<file path="src/rtl/instruction_utils.sv">
// Shared instruction-path types: a fetched word paired with its PC.
package instruction_utils;

  localparam int INSTR_BYTES = 4;

  typedef struct packed {
    logic [31:0] pc;
    logic [31:0] instr;
  } fetch_entry_t;

endpackage

</file>
<file path="src/rtl/fetch_unit_if.sv">
// Fetch-stage bus: instruction-memory request/grant/response plus decode valid/ready and redirect.
interface fetch_unit_if;

  logic        imem_req;
  logic [31:0] imem_addr;
  logic        imem_gnt;
  logic        imem_rvalid;
  logic [31:0] imem_rdata;
  logic        instr_valid;
  logic [31:0] instr;
  logic [31:0] instr_pc;
  logic        instr_ready;
  logic        redirect;
  logic [31:0] redirect_pc;

  modport master (
    output imem_req, imem_addr, instr_valid, instr, instr_pc,
    input  imem_gnt, imem_rvalid, imem_rdata, instr_ready, redirect, redirect_pc
  );

  modport slave (
    input  imem_req, imem_addr, instr_valid, instr, instr_pc,
    output imem_gnt, imem_rvalid, imem_rdata, instr_ready, redirect, redirect_pc
  );

endinterface

</file>
<file path="src/rtl/fetch_unit_fifo.sv">
// fetch_fifo: DEPTH-entry synchronous FIFO of fetch_entry_t with flush; head is the registered oldest entry.
module fetch_fifo
  import instruction_utils::*;
#(
  parameter int DEPTH = 4
) (
  input  logic                   clk,
  input  logic                   reset,
  input  logic                   push,
  input  fetch_entry_t           push_data,
  input  logic                   pop,
  input  logic                   flush,
  output fetch_entry_t           head,
  output logic [$clog2(DEPTH):0] count,
  output logic                   empty
);

  localparam int AW = $clog2(DEPTH);
  localparam logic [AW:0] DEPTH_W = DEPTH[AW:0];

  fetch_entry_t  mem_q [DEPTH];
  logic [AW-1:0] wr_ptr_q, wr_ptr_d, rd_ptr_q, rd_ptr_d;
  logic [AW:0]   count_q, count_d;
  logic          do_push, do_pop;

  assign do_push = push & ~flush;
  assign do_pop  = pop & ~flush & (count_q != '0);

  always_comb begin
    wr_ptr_d = wr_ptr_q;
    rd_ptr_d = rd_ptr_q;
    count_d  = count_q;
    if (flush) begin
      wr_ptr_d = '0;
      rd_ptr_d = '0;
      count_d  = '0;
    end else begin
      if (do_push) wr_ptr_d = wr_ptr_q + AW'(1);
      if (do_pop)  rd_ptr_d = rd_ptr_q + AW'(1);
      case ({do_push, do_pop})
        2'b10:   count_d = count_q + (AW+1)'(1);
        2'b01:   count_d = count_q - (AW+1)'(1);
        default: count_d = count_q;
      endcase
    end
  end

  always_ff @(posedge clk or negedge reset) begin
    if (!reset) begin
      wr_ptr_q <= '0;
      rd_ptr_q <= '0;
      count_q  <= '0;
    end else begin
      wr_ptr_q <= wr_ptr_d;
      rd_ptr_q <= rd_ptr_d;
      count_q  <= count_d;
    end
  end

  // Storage needs no reset: head is only observed while count is non-zero.
  always_ff @(posedge clk) begin
    if (do_push) mem_q[wr_ptr_q] <= push_data;
  end

  assign head  = mem_q[rd_ptr_q];
  assign count = count_q;
  assign empty = (count_q == '0);

  assert property (@(posedge clk) disable iff (!reset) !(do_push && count_q == DEPTH_W));

endmodule

</file>
<file path="src/rtl/fetch_unit.sv">
// fetch_unit: decoupled fetch stage with credit-limited in-order imem requests and a decode-side FIFO.
// Optional FETCH_BYPASS_EN forwards a response straight to decode when nothing is buffered.
module fetch_unit
  import instruction_utils::*;
#(
  parameter int          DEPTH    = 4,
  parameter logic [31:0] RESET_PC = 32'h0000_0000
) (
  input  logic         clk,
  input  logic         reset,
  fetch_unit_if.master bus
);

  localparam int CW = $clog2(DEPTH) + 1;
  localparam logic [CW:0] DEPTH_W = DEPTH[CW:0];

  logic          run_q, run_d;
  logic [31:0]   fetch_pc_q, fetch_pc_d, resp_pc_q, resp_pc_d;
  logic [CW-1:0] outstanding_q, outstanding_d, discard_q, discard_d;
  fetch_entry_t  shown_q, shown_d;

  logic [CW-1:0] fifo_count;
  logic          fifo_empty;
  fetch_entry_t  fifo_head, resp_entry, instr_out;
  logic [CW:0]   credit_used;
  logic          grant, keep, push, pop, bypass_hit, instr_valid;
  logic [31:0]   redirect_base;
  logic          unused_redirect_lsb;

  assign redirect_base       = {bus.redirect_pc[31:2], 2'b00};
  assign unused_redirect_lsb = ^bus.redirect_pc[1:0];

  // Every granted word must have a FIFO slot waiting for it, so credit counts in-flight plus buffered.
  assign credit_used  = {1'b0, outstanding_q} + {1'b0, fifo_count};
  assign bus.imem_req = run_q & ~bus.redirect & (credit_used < DEPTH_W);
  assign bus.imem_addr = fetch_pc_q;

  assign grant      = bus.imem_req & bus.imem_gnt;
  assign keep       = bus.imem_rvalid & (discard_q == '0);
  assign resp_entry = '{pc: resp_pc_q, instr: bus.imem_rdata};

`ifdef FETCH_BYPASS_EN
  assign bypass_hit = keep & ~bus.redirect & fifo_empty;
`else
  assign bypass_hit = 1'b0;
`endif

  assign instr_valid = ~fifo_empty | bypass_hit;
  assign pop         = ~fifo_empty & bus.instr_ready & ~bus.redirect;
  assign push        = keep & ~bus.redirect & ~(bypass_hit & bus.instr_ready);

  always_comb begin
    instr_out = shown_q;
    if (!fifo_empty)     instr_out = fifo_head;
    else if (bypass_hit) instr_out = resp_entry;
  end

  assign shown_d = instr_out;

  always_comb begin
    run_d         = 1'b1;
    fetch_pc_d    = fetch_pc_q;
    resp_pc_d     = resp_pc_q;
    outstanding_d = outstanding_q;
    discard_d     = discard_q;
    if (bus.redirect) begin
      // Words still in flight after this cycle belong to the old path and must be dropped.
      fetch_pc_d    = redirect_base;
      resp_pc_d     = redirect_base;
      outstanding_d = outstanding_q - CW'(bus.imem_rvalid);
      discard_d     = outstanding_q - CW'(bus.imem_rvalid);
    end else begin
      if (grant) fetch_pc_d = fetch_pc_q + 32'(INSTR_BYTES);
      outstanding_d = outstanding_q + CW'(grant) - CW'(bus.imem_rvalid);
      if (bus.imem_rvalid) begin
        if (discard_q != '0) discard_d = discard_q - CW'(1);
        else                 resp_pc_d = resp_pc_q + 32'(INSTR_BYTES);
      end
    end
  end

  always_ff @(posedge clk or negedge reset) begin
    if (!reset) begin
      run_q         <= 1'b0;
      fetch_pc_q    <= RESET_PC;
      resp_pc_q     <= RESET_PC;
      outstanding_q <= '0;
      discard_q     <= '0;
      shown_q       <= '0;
    end else begin
      run_q         <= run_d;
      fetch_pc_q    <= fetch_pc_d;
      resp_pc_q     <= resp_pc_d;
      outstanding_q <= outstanding_d;
      discard_q     <= discard_d;
      shown_q       <= shown_d;
    end
  end

  fetch_fifo #(.DEPTH(DEPTH)) u_fifo (
    .clk       (clk),
    .reset     (reset),
    .push      (push),
    .push_data (resp_entry),
    .pop       (pop),
    .flush     (bus.redirect),
    .head      (fifo_head),
    .count     (fifo_count),
    .empty     (fifo_empty)
  );

  assign bus.instr_valid = instr_valid;
  assign bus.instr       = instr_out.instr;
  assign bus.instr_pc    = instr_out.pc;

endmodule

</file>
<file path="src/flat_wrapper.sv">
// flat-port wrapper written by rule: the top's interface ports become plain ports
module fetch_unit_flat import instruction_utils::*;
#(
  parameter int          DEPTH    = 4,
  parameter logic [31:0] RESET_PC = 32'h0000_0000
)
  (clk, reset, bus_imem_req, bus_imem_addr, bus_instr_valid, bus_instr, bus_instr_pc, bus_imem_gnt, bus_imem_rvalid, bus_imem_rdata, bus_instr_ready, bus_redirect, bus_redirect_pc);
  fetch_unit_if bus_i ();
  input  logic clk;
  input  logic reset;
  output wire logic [$bits(bus_i.imem_req)-1:0] bus_imem_req;
  output wire logic [$bits(bus_i.imem_addr)-1:0] bus_imem_addr;
  output wire logic [$bits(bus_i.instr_valid)-1:0] bus_instr_valid;
  output wire logic [$bits(bus_i.instr)-1:0] bus_instr;
  output wire logic [$bits(bus_i.instr_pc)-1:0] bus_instr_pc;
  input wire logic [$bits(bus_i.imem_gnt)-1:0] bus_imem_gnt;
  input wire logic [$bits(bus_i.imem_rvalid)-1:0] bus_imem_rvalid;
  input wire logic [$bits(bus_i.imem_rdata)-1:0] bus_imem_rdata;
  input wire logic [$bits(bus_i.instr_ready)-1:0] bus_instr_ready;
  input wire logic [$bits(bus_i.redirect)-1:0] bus_redirect;
  input wire logic [$bits(bus_i.redirect_pc)-1:0] bus_redirect_pc;
  assign bus_imem_req = bus_i.imem_req;
  assign bus_imem_addr = bus_i.imem_addr;
  assign bus_instr_valid = bus_i.instr_valid;
  assign bus_instr = bus_i.instr;
  assign bus_instr_pc = bus_i.instr_pc;
  assign bus_i.imem_gnt = bus_imem_gnt;
  assign bus_i.imem_rvalid = bus_imem_rvalid;
  assign bus_i.imem_rdata = bus_imem_rdata;
  assign bus_i.instr_ready = bus_instr_ready;
  assign bus_i.redirect = bus_redirect;
  assign bus_i.redirect_pc = bus_redirect_pc;
  fetch_unit #(.DEPTH(DEPTH), .RESET_PC(RESET_PC)) u_core (.clk(clk), .reset(reset), .bus(bus_i));
endmodule
</file>
<file path="config.mk">
export PLATFORM = sky130hd
export DESIGN_NAME = fetch_unit_flat
export DESIGN_NICKNAME = d
export VERILOG_FILES = /design/src/rtl/instruction_utils.sv /design/src/rtl/fetch_unit_if.sv /design/src/rtl/fetch_unit_fifo.sv /design/src/rtl/fetch_unit.sv /design/src/flat_wrapper.sv
export SDC_FILE = /design/constraint.sdc
export NUM_CORES = 1
export LEC_CHECK = 0
export BUFFER_PORTS_ARGS = -buffer_cell sky130_fd_sc_hd__buf_2
export CORE_ASPECT_RATIO = 0.7
export CORE_MARGIN = 3
export CORE_UTILIZATION = 50
export DETAILED_ROUTE_END_ITERATION = 7
export GPL_ROUTABILITY_DRIVEN = 0
export PLACE_DENSITY_LB_ADDON = 0.2
export SLEW_MARGIN = 20
export SYNTH_ARGS = -nofsm -noshare
export SYNTH_HDL_FRONTEND = slang
export SYNTH_SLANG_ARGS = --single-unit
</file>
<file path="constraint.sdc">
create_clock -name clk -period 7.6 [get_ports clk]
set_input_delay 1.14 -clock clk [delete_from_list [all_inputs] [get_ports clk]]
set_output_delay 1.14 -clock clk [all_outputs]
set_load 0.05 [all_outputs]
</file>
==> results of run 1 <==
==> path summary, 6_finish.rpt <==
kind	startpoint	end	slack (ns)	cells past startpoint
worst max-delay path	u_core.u_fifo.count[0]$_DFFE_PN0P_	bus_instr_pc[10]	3.15	7
worst min-delay path	u_core.shown_q[25]$_DFF_PN0_	u_core.shown_q[25]$_DFF_PN0_	0.46	2
worst max register to register	u_core.u_fifo.count[0]$_DFFE_PN0P_	u_core.u_fifo.count[2]$_DFFE_PN0P_	3.90	10
worst min register to register	u_core.shown_q[25]$_DFF_PN0_	u_core.shown_q[25]$_DFF_PN0_	0.46	2
max in group asynchronous	reset	u_core.resp_pc_q[21]$_DFFE_PN0P_	5.56	2
min in group asynchronous	reset	u_core.shown_q[26]$_DFF_PN0_	0.69	1
==> power groups by stage <==
stage | combinational (mW) | sequential (mW) | clock, mW
after floorplan | 2.15 | 2.75 | 0
after global placement | 2.83 | 2.76 | 0
after detailed placement | 2.86 | 2.77 | 0
after CTS | 2.86 | 2.73 | 1.98
after global routing | 3.02 | 2.77 | 2.08
final | 2.81 | 2.73 | 1.93
==> cells in the mapped netlist (4+ instances only) <==
cell and instances:
a31oi_1 4, buf_1 10, nand3_1 35, and2_1 5, or4_1 4, nor2_1 21
dfrtp_1 138, edfxtp_1 248, xor2_1 21, clkbuf_1 25, o211ai_1 13, nor4_1 6
and3_1 19, ha_1 14, o21ai_0 34, nand2_1 238, a21oi_1 11, mux4_2 62
nor3_1 10, mux2_2 11, nand4_1 20, inv_1 17, buf_2 11, xnor2_1 24
==> placed cells by master (no fill, tap or decap), types with 4 or more instances in the layout <==
cell and n:
bufinv_16 4, clkinv_2 9, nor2_1 21, buf_4 10
clkbuf_16 42, nor4_1 6, edfxtp_1 248, and3_1 15
o211ai_1 13, buf_2 162, xnor2_1 24, dfrtp_1 136
nand3_1 35, nand4_1 20, mux2_2 11, a31oi_1 4
ha_1 14, a21oi_1 11, and3_2 4, inv_1 16
nor3_1 9, o21ai_0 34, mux4_2 62, nand2_1 238
and2_1 5, clkbuf_1 11, xor2_1 21, or4_1 4
==> layer usage <==
layer  up-vias  track usage [%]
met1      4650             31.2
met4         0             4.66
met3        46             3.95
met5         -                0
met2       233             32.2
li1       4226                -
==> per-stage QoR <==
step | hold slack, ns | utilization, % | power (mW)
finish | 0.456 | 59.6 | 7.47
global route | 0.471 | 59.6 | 7.87
CTS | 0.462 | 59.6 | 7.58
detailed placement | 0.447 | 55.4 | 5.63
global placement | 0.440 | 55.4 | 5.59
floorplan | 0.484 | - | 4.90
==> cell type report <==
cell class                      instances  area share (%)
Multi-Input combinational cell        599            24.5
Inverter                               19           0.394
Timing Repair Buffer                  173            4.95
Clock inverter                         16           0.995
Tap cell                              412            2.85
Clock buffer                           54            6.11
Sequential cell                       386            60.2
==> state kept, by name, summed over array words and instances, names as in the netlist <==
| signal | cells |
|---|---|
| u_core.bus.imem_addr | 30 |
| u_core.discard_q | 3 |
| u_core.outstanding_q | 3 |
| u_core.resp_pc_q | 30 |
| u_core.run_q | 1 |
| u_core.shown_q | 64 |
| u_core.u_fifo.count | 3 |
| u_core.u_fifo.mem_q | 248 |
| u_core.u_fifo.rd_ptr_q | 2 |
| u_core.u_fifo.wr_ptr_q | 2 |
==> worst reg2reg max path: cells and delay by family (launching register included) <==
| family | cells | cell delay, ns |
|---|---|---|
| buf+inv | 3 | 1.60 |
| simple gates | 5 | 0.99 |
| flops | 1 | 0.44 |
| fa+ha+maj | 1 | 0.41 |
| compound gates | 1 | 0.11 |
==> cell families after synthesis <==
group                      synth area share (%)
AOI/OAI and AO/OA                          3.05
and+or+nand+nor                            11.4
adders and majority gates                  1.38
other                                    0.0481
buffers and inverters                      1.87
DFF                                        69.8
xor gates and xnor gates                   2.53
muxes                                      9.93
==> reports/qor.yml, run 1 <==
outcome:
  status: "complete, no violations"
final_layout:
  nNetsFinal: 1303
  fin_area_sq_mm: 0.0181
  area_delta_synth_final_pct: 16.0
  final_cells: 1659
  drive_above_1_share_pct: 26.2
  seqCellArea_sq_mm: 0.0109
  multi_input_area_sq_mm: 0.00443
  fillCellCount: 2439
  antenna_cells: 0
setup_path:
  crit_chain: "nor3_2 -> buf_4 -> inv_2 -> buf_4 -> nand2_1 -> nand2_1 -> buf_2"
  cp-end-kind: "primary output"
  slowest_stage: "buf_4"
  crit_buf_inv: 4
  cp.arrival_ns: 3.31
  critPathMaxStageDelay_ns: 0.61
  cp_max_fo: 65
  crit_required_ns: 6.46
  crit_family: "buffers and inverters"
  cp-start-kind: "register"
  path_class: "reg -> out"
sta:
  grt_setup_unrepaired: "false"
  maxSlewViolCount: 0
  tns_ns: 0
  worstMarginPinSlew_ns: 0.932
  setup_viol: 0
  fmax_ghz: 0.225
  setup_slack_ns: 3.15
  max_slew_margin_pct: 37.8
  finalCritPeriodShare_pct: 58.5
  min_period_ns: 4.45
  finalClockSkew_ns: 0.0113
  hold_viol_final: 0
clocking:
  cts_setup_buffers: 0
  cts_hold_buf: 0
  clkSinkCount: 386
  path_clk_slew_ns: 0.06
  cts-root-buf: "clkbuf_16"
  cts_tree: "built"
  clock_latency_ns: 0.53
  clk_path_buf_depth: 3
  cts_buffers: 38
  htree_levels: 2
  cts_resized: 0
placement:
  postPlaceCellArea_sq_mm: 0.0168
  port_buffers: 163
  dp_slack_ns: 3.42
  place_inst: 1589
  hpwl_mm: 21.3
power_and_ir_drop:
  irDropWorstVdd_uv: 484
  share_comb_of_total_power_pct: 37.6
  sw_frac_of_total_pct: 41.3
  power-per-cell-area_mw_per_mm2: 413
  switchingPower_mw: 3.08
  clock_power_share_pct: 25.9
  p_int_mw: 4.39
  leakage_nw: 7.02
  seqPwrFrac_pct: 36.5
logic_synthesis:
  syn_avg_cell_area_sq_um: 14.8
  synth_top_area_share_pct: 47.7
  synth.area.top_cells: "edfxtp_1 48%, dfrtp_1 22%, mux4_2 8.9%"
  synth.distinct_cells: 55
  synthFlopType: "edfxtp_1"
  ys_ff_latch: 386
  synthArstFlopShare_pct: 35.8
  synth_edf_count: 248
  yosys.area.top_type: "edfxtp_1"
  ys_seq_area_share_pct: 69.8
  netlist_area_sq_mm: 0.0156
  syn_inst: 1053
  yosys_warnings: 0
grt:
  grt_pass1_vias: 9234
  antenna_found_initial: 0
  overflow: 0
  grtUsageTotal_pct: 20.8
  grt_max_degree: 81
  grt_pass1_wl_mm: 53.8
die:
  die_y_microns: 154
  die_area_sq_mm: 0.0334
  start_util_pct: 51.4
  io_pins: 168
  die_x_microns: 217
  floorplan.rows: 53
  coreArea_sq_mm: 0.0304
routing:
  routed_wl_mm: 34.1
  maxUsedRoutingLayer: "met4"
  drt_iter0_drc: 674
  dr.pass1.iters: 7
  viasPerCell: 5.52
  drtAntennaViolNets: 0
  wl_met3_mm: 1.82
  wl_per_cell_microns: 20.6
  met2RoutedLength_mm: 15.9
  vias: 9155
  m1WireLength_mm: 16.0
  post-route-drc-count: 0
min_path:
  hold_path_class: "reg -> reg"
job:
  cap_viol_max_count: 0
No activity file was read; power rests on OpenSTA's default activity.
==> run 2: changes to the inputs <==
==> constraint.sdc (replaced) <==
create_clock -name clk -period 4.4 [get_ports clk]
set_input_delay 0.66 -clock clk [delete_from_list [all_inputs] [get_ports clk]]
set_output_delay 0.66 -clock clk [all_outputs]
set_load 0.05 [all_outputs]
==> reports/qor.yml, run 2 (synthesis results as in run 1) <==
outcome:
  status: "complete, no violations"
clocking:
  clk_path_buf_depth: 3
  path_clk_slew_ns: 0.06
  clock_latency_ns: 0.53
  cts-root-buf: "clkbuf_16"
  cts_buffers: 38
  clkSinkCount: 386
  cts_tree: "built"
  cts_resized: 0
  htree_levels: 2
  cts_hold_buf: 0
  cts_setup_buffers: 0
sta:
  maxSlewViolCount: 0
  hold_viol_final: 0
  setup_viol: 0
  hold_slack_ns: 0.140
  max_slew_margin_pct: 42.9
  finalCritPeriodShare_pct: 76.6
  fmax_ghz: 0.297
  setup_slack_ns: 1.03
  grt_setup_unrepaired: "false"
  finalClockSkew_ns: 0.0142
  tns_ns: 0
  worstMarginPinSlew_ns: 0.854
  min_period_ns: 3.37
final_layout:
  layout_commonest_cell: "edfxtp_1"
  final_cells: 1663
  final_core_util_pct: 59.7
  nNetsFinal: 1308
  largest_register: "u_core.u_fifo.mem_q"
  area_delta_synth_final_pct: 16.2
  largest_reg_flops: 248
  largestRegisters: "u_core.u_fifo.mem_q: 248 flops, u_core.shown_q: 64 flops"
  final_cell_mix: "248 x edfxtp_1, 238 x nand2_1, 162 x buf_2, 136 x dfrtp_1, 62 x mux4_2"
  fin_area_sq_mm: 0.0181
  drive_above_1_share_pct: 26.5
  antenna_cells: 0
setup_path:
  crit_required_ns: 3.74
  cp_max_fo: 30
  path_class: "reg -> out"
  cp-start-kind: "register"
  cp.arrival_ns: 2.71
  cp-end-kind: "primary output"
placement:
  hpwl_mm: 21.4
  port_buffers: 163
  dp_slack_ns: 1.40
  postPlaceCellArea_sq_mm: 0.0169
  place_inst: 1594
routing:
  drt_iter0_drc: 796
  post-route-drc-count: 0
  dr.pass1.iters: 5
  m1WireLength_mm: 15.8
  met2RoutedLength_mm: 15.8
  wl_met3_mm: 1.89
  wl_per_cell_microns: 20.4
  vias: 9245
  maxUsedRoutingLayer: "met4"
  routed_wl_mm: 34.0
  viasPerCell: 5.56
  drtAntennaViolNets: 0
die:
  floorplan.rows: 53
  die_x_microns: 217
  coreArea_sq_mm: 0.0304
  start_util_pct: 51.4
  io_pins: 168
  die_area_sq_mm: 0.0334
  die_y_microns: 154
grt:
  antenna_found_initial: 0
  grtUsageTotal_pct: 20.6
  overflow: 0
  grt_max_degree: 65
  grt_pass1_vias: 9338
  grt_pass1_wl_mm: 53.4
power_and_ir_drop:
  p_total_mw: 12.7
  leakage_nw: 7.03
  power-per-cell-area_mw_per_mm2: 702
  irDropWorstVdd_uv: 607
min_path:
  hold_path_class: "in -> async"
job:
  cap_viol_max_count: 0
==> run 2: final timing paths <==
path                                                       startpoint                                   end  slack [ns]  depth (start not counted)
worst max-delay path            u_core.u_fifo.rd_ptr_q[0]$_DFFE_PN0P_                         bus_instr[29]        1.03                          5
worst min-delay path                                            reset          u_core.shown_q[21]$_DFF_PN0_        0.14                          1
worst max register to register     u_core.u_fifo.count[1]$_DFFE_PN0P_     u_core.outstanding_q[2]$_DFF_PN0_        1.50                          9
worst min register to register           u_core.shown_q[50]$_DFF_PN0_          u_core.shown_q[50]$_DFF_PN0_        0.46                          2
max in group asynchronous                                       reset           u_core.shown_q[7]$_DFF_PN0_        3.42                          2
min in group clk                                   bus_imem_rdata[14]  u_core.u_fifo.mem_q[0][14]$_DFFE_PP_        0.35                          1
==> run 2: layout make-up <==
type	count	area [sq um]
clock buffers	60	1170
clock inverters	9	47.5
fillers	2393	12200
inverters	19	71.3
multi-input cells	599	4430
flip-flops and latches	386	10900
well taps	412	515
repair buffers	178	997
==> run 2: worst max-delay path, stage by stage, from the launching register on <==
cell,delay (ns)
dfrtp_4,0.83
buf_4,0.39
mux4_2,0.53
nand2_1,0.09
nand2_1,0.09
buf_2,0.22
==> run 2: routing by layer <==
layer / up-vias / track usage (%)
met1: 4719 / 31.3
met4: 0 / 4.25
li1: 4233 / -
met3: 46 / 3.63
met5: - / 0
met2: 247 / 31.9
==> run 2: power breakdown <==
part | internal, mW | switching [mW]
Sequential | 4.37 | 0.335
Clock | 1.82 | 1.32
Combinational | 1.24 | 3.65
Total | 7.44 | 5.30
